## config.mk

```make
export PLATFORM = sky130hd
export DESIGN_NAME = alu_share_arbiter
export DESIGN_NICKNAME = d
export VERILOG_FILES = /design/src/rtl/alu_share_arbiter.sv
export SDC_FILE = /design/constraint.sdc
export NUM_CORES = 1
export LEC_CHECK = 0
export BUFFER_PORTS_ARGS = -buffer_cell sky130_fd_sc_hd__buf_4
export CAP_MARGIN = 20
export CELL_PAD_IN_SITES_DETAIL_PLACEMENT = 0
export CELL_PAD_IN_SITES_GLOBAL_PLACEMENT = 1
export CORE_UTILIZATION = 40
export DETAILED_ROUTE_END_ITERATION = 16
export PLACE_DENSITY_LB_ADDON = 0.1
export REMOVE_ABC_BUFFERS = 1
export SYNTH_ARGS = -nofsm -noshare
export SYNTH_HDL_FRONTEND = slang
export SYNTH_SLANG_ARGS = --single-unit
```

## constraint.sdc

```tcl
create_clock -name clk -period 3.5 [get_ports clk]
set_input_delay 0.175 -clock clk [delete_from_list [all_inputs] [get_ports clk]]
set_output_delay 0.175 -clock clk [all_outputs]
set_load 0.01 [all_outputs]
```

## src/rtl/alu_share_arbiter.sv

```systemverilog
// Two-requester arbiter/sequencer for one shared add/subtract unit with registered result and flags.
// Optional fixed priority (req0 always wins contention) when ALU_ARB_FIXED_PRIO_EN is defined.
module alu_share_arbiter #(
  parameter int WIDTH = 8
) (
  input  logic             clk,
  input  logic             rst,
  input  logic             req0_valid,
  output logic             req0_ready,
  input  logic [WIDTH-1:0] req0_a,
  input  logic [WIDTH-1:0] req0_b,
  input  logic             req0_sub,
  input  logic             req1_valid,
  output logic             req1_ready,
  input  logic [WIDTH-1:0] req1_a,
  input  logic [WIDTH-1:0] req1_b,
  input  logic             req1_sub,
  output logic             rsp_valid,
  input  logic             rsp_ready,
  output logic             rsp_id,
  output logic [WIDTH-1:0] rsp_result,
  output logic [3:0]       rsp_flags
);

  typedef enum logic [1:0] {S_IDLE, S_EXEC, S_HOLD} state_t;

  state_t           r_state;
  state_t           w_next;
  logic             r_last_grant;
  logic [WIDTH-1:0] r_a;
  logic [WIDTH-1:0] r_b;
  logic             r_sub;
  logic             r_id;
  logic             r_rsp_valid;
  logic             r_rsp_id;
  logic [WIDTH-1:0] r_rsp_result;
  logic [3:0]       r_rsp_flags;

  logic             w_grant;
  logic             w_grant_vld;
  logic             w_accept;
  logic [WIDTH-1:0] w_b_eff;
  logic [WIDTH:0]   w_full;
  logic [WIDTH-1:0] w_sum;
  logic             w_ovf;

  always_comb begin
    w_grant     = 1'b0;
    w_grant_vld = req0_valid | req1_valid;
    if (req0_valid && req1_valid) begin
`ifdef ALU_ARB_FIXED_PRIO_EN
      w_grant = 1'b0;
`else
      w_grant = ~r_last_grant;
`endif
    end else if (req1_valid) begin
      w_grant = 1'b1;
    end
  end

  assign w_accept   = (r_state == S_IDLE) & w_grant_vld;
  // Gated by rst so neither requester sees a handshake while the block is held in reset.
  assign req0_ready = w_accept & ~w_grant & ~rst;
  assign req1_ready = w_accept &  w_grant & ~rst;

  always_comb begin
    w_next = r_state;
    case (r_state)
      S_IDLE:  if (w_grant_vld) w_next = S_EXEC;
      S_EXEC:  w_next = S_HOLD;
      S_HOLD:  if (rsp_ready) w_next = S_IDLE;
      default: w_next = S_IDLE;
    endcase
  end

  always_ff @(posedge clk or posedge rst) begin
    if (rst) r_state <= S_IDLE;
    else     r_state <= w_next;
  end

  // Subtraction is A + ~B + 1; carry-out of 1 then means no borrow.
  assign w_b_eff = r_sub ? ~r_b : r_b;
  assign w_full  = {1'b0, r_a} + {1'b0, w_b_eff} + {{WIDTH{1'b0}}, r_sub};
  assign w_sum   = w_full[WIDTH-1:0];
  assign w_ovf   = (r_a[WIDTH-1] == w_b_eff[WIDTH-1]) && (w_sum[WIDTH-1] != r_a[WIDTH-1]);

  always_ff @(posedge clk or posedge rst) begin
    if (rst) begin
      r_last_grant <= 1'b1;
      r_a          <= '0;
      r_b          <= '0;
      r_sub        <= 1'b0;
      r_id         <= 1'b0;
      r_rsp_valid  <= 1'b0;
      r_rsp_id     <= 1'b0;
      r_rsp_result <= '0;
      r_rsp_flags  <= '0;
    end else begin
      if (w_accept) begin
        r_a          <= w_grant ? req1_a   : req0_a;
        r_b          <= w_grant ? req1_b   : req0_b;
        r_sub        <= w_grant ? req1_sub : req0_sub;
        r_id         <= w_grant;
        r_last_grant <= w_grant;
      end
      if (r_state == S_EXEC) begin
        r_rsp_valid  <= 1'b1;
        r_rsp_id     <= r_id;
        r_rsp_result <= w_sum;
        r_rsp_flags  <= {^w_sum, w_full[WIDTH], (w_sum == '0), w_ovf};
      end else if ((r_state == S_HOLD) && rsp_ready) begin
        r_rsp_valid  <= 1'b0;
      end
    end
  end

  assign rsp_valid  = r_rsp_valid;
  assign rsp_id     = r_rsp_id;
  assign rsp_result = r_rsp_result;
  assign rsp_flags  = r_rsp_flags;

endmodule

```

==> run_results.csv <==
group,metric,value,unit
die,chipWidth,72.5,um
grt,overflow,0,
worst_setup_path,crit_path_start_kind,"flop",
place,gp_congestion,0.814,
timing,finalSetupViolCount,0,
synthesis,ys.flop_type,"dfrtp_1",
place,hpwl,3270,um
status,status,"finished with violations",
grt,grt_max_degree,38,
synthesis,synth_edf_count,0,
clocking,cts_buffers,5,
job,cap_viol_max_count,0,
timing,setup_tns,0,ps
clocking,clock_latency,280,ps
clocking,htreeDepth,2,
worst_setup_path,reg2reg_depth,10,
clocking,cts_root_buf,"clkbuf_8",
detailed_routing,wl_met3,179,um
detailed_routing,dr.pass1.iters,4,
worst_hold_path,min_path_type,"in2async",
detailed_routing,top_layer_used,"met4",
timing,rsz0062_at_grt,"false",
detailed_routing,met2RoutedLength,2140,um
detailed_routing,drtAntennaViolNets,0,
detailed_routing,drc_errors,0,
clocking,cts.repair.resized,0,
synthesis,yosys.area.top_type,"dfrtp_1",
synthesis,ys_top_cells_by_count,"34 x dfrtp_1, 23 x a21o_1, 17 x a22o_1, 15 x nand2_1, 13 x o21ai_0",
worst_setup_path,crit_fanout,9,
detailed_routing,drt_first_iter_violations,53,
place,portBuffers,54,
clocking,cts_hold_buf,0,
worst_setup_path,regToRegSetupSlack,590,ps
worst_setup_path,required,3630,ps
worst_setup_path,critPathArrivalTime,3030,ps
synthesis,ys_warn_count,0,
final_layout,final_util,53.0,%
synthesis,synth_area,1990,um^2
synthesis,syn_area_per_cell,10.5,um^2
synthesis,synth.distinct_cells,40,
grt,antenna_found_initial,0,
synthesis,synthArstFlopShare,100,%
worst_setup_path,worstSetupPathType,"reg2reg",
status,violations,"negative hold slack",
worst_setup_path,worstReg2RegStart,"r_sub",
worst_setup_path,timing.rr.end,"rsp_flags[3]",
synthesis,syn_inst,189,
final_layout,nNetsFinal,292,
clocking,post-cts-setup-buffer-count,0,
detailed_routing,post_drt_wl_per_cell,14.1,um
timing,finalCriticalPeriod,2910,ps
grt,grtUsageTotal,18.4,%
timing,period_share,83.1,%
final_layout,num-fill-cells,439,
final_layout,syn2layout_area_growth,26.9,%
grt,grt_pass1_vias,1609,
final_layout,antenna_cells,0,
synthesis,ys_ff_latch,35,
timing,tightest_slew,810,ps
clocking,cts.path.max_buffers,2,
die,placementRows,25,
die,core_area,4750,um^2
synthesis,synth_top_area_share,42.8,%
clocking,cts_tree,"built",
timing,final_hold_viol_count,5,
synthesis,synth_area_leaders,"dfrtp_1 43%, a21o_1 8.7%, a22o_1 7.5%",
synthesis,synth_most_common_cell,"dfrtp_1",
grt,grt_pass1_wl,7530,um
detailed_routing,drt-total-wl,4350,um
die,pin_count,55,
synthesis,seq_area_frac_synth,44.1,%
detailed_routing,via_per_inst,5.33,
clocking,clk_pin_slew,70,ps
detailed_routing,wl_met1,1990,um
timing,final_max_slew_viol_count,0,
die,dieHeight,72.5,um
clocking,cts_sinks,35,
worst_setup_path,end_kind,"flop",
final_layout,layout-drive-gt1-share,28.1,%
timing,fin_hold_ws,-9.14,ps
detailed_routing,num_vias,1647,
die,die_area,5250,um^2
timing,slew-limit-headroom,46.0,%
die,initial_core_util,41.8,%
timing,fmax,0.344,GHz
timing,finalClockSkew,5.80,ps
[cells in the final DEF (no fill, tap or decap), drive strengths merged, types with 2 or more instances in the layout]
cell / count
a211o: 2
buf: 56
and2: 2
o21ai: 15
inv: 4
dfrtp: 34
a211oi: 2
a21o: 23
xnor2: 7
nand3: 5
a21oi: 7
a22o: 17
nand2: 15
nand2b: 2
ha: 11
clkbuf: 7
nor3: 2
nor2: 3
xor2: 9
a22oi: 2
[area by class of cell]
type | instances | area [um^2] | area share (%)
repair buffers | 56 | 420 | 16.7
flip-flops and latches | 35 | 877 | 34.8
clock inverters | 1 | 5.00 | 0.199
clock buffers | 7 | 76.3 | 3.03
multi-input cells | 139 | 1040 | 41.4
inverters | 4 | 15.0 | 0.596
well taps | 67 | 83.8 | 3.33
[per-layer routing]
layer  track usage [%]  vias to the layer above
met5                 0                        -
met4              5.23                        0
met3              3.75                        7
met2              30.9                       48
met1              24.2                      798
li1                  -                      794
[kinds of logic after synthesis]
kind of cell | Yosys count | synth area share, %
adder cells (fa/ha/maj) | 12 | 7.93
buffers and inverters | 15 | 3.34
multiplexers | 2 | 1.26
flip-flops | 35 | 44.1
AND/OR/NAND/NOR | 35 | 8.56
XOR/XNOR | 16 | 7.43
AO/OA/AOI/OAI | 74 | 27.3
[critical path: stages (launching register included)]
cell and delay [ps]:
dfrtp_1 520, mux2_4 350, fa_1 420, a211oi_1 270, o21bai_1 110, a211oi_1 290
a21o_1 130, ha_1 230, xnor2_1 180, xnor2_1 140, o21ai_0 100
[state kept, by name, summed over array words and instances (netlist names)]
register,count
r_a,8
r_b,8
r_id,1
r_last_grant,1
r_state,2
r_sub,1
rsp_flags,4
rsp_id,1
rsp_result,8
rsp_valid,1
[through the flow]
stage / setup WS [ps] / std cells / instance area (um^2) / hold slack, ps
3_5_place_dp: 596 / 301 / 2440 / 322
4_1_cts: 577 / 309 / 2520 / 9.76
5_1_grt: 360 / 309 / 2520 / 31.3
6_report: 592 / 309 / 2520 / -9.14
2_1_floorplan: 807 / 178 / 1940 / 283
3_3_place_gp: 637 / 301 / 2440 / 302
[worst max-delay path by stage]
stage / startpoint / endpoint / slack (ps) / cells after the start
3_3_place_gp: r_sub / rsp_flags[3] / 640 / 10
3_5_place_dp: r_sub / rsp_flags[3] / 600 / 10
5_1_grt: r_sub / rsp_flags[3] / 360 / 10
4_1_cts: r_sub / rsp_flags[3] / 580 / 10
6_report: r_sub / rsp_flags[3] / 590 / 10
2_1_floorplan: r_sub / rsp_flags[3] / 810 / 10
Power is not shown: default switching activity piles up to over one toggle a cycle in this logic, so the estimate is an artifact.
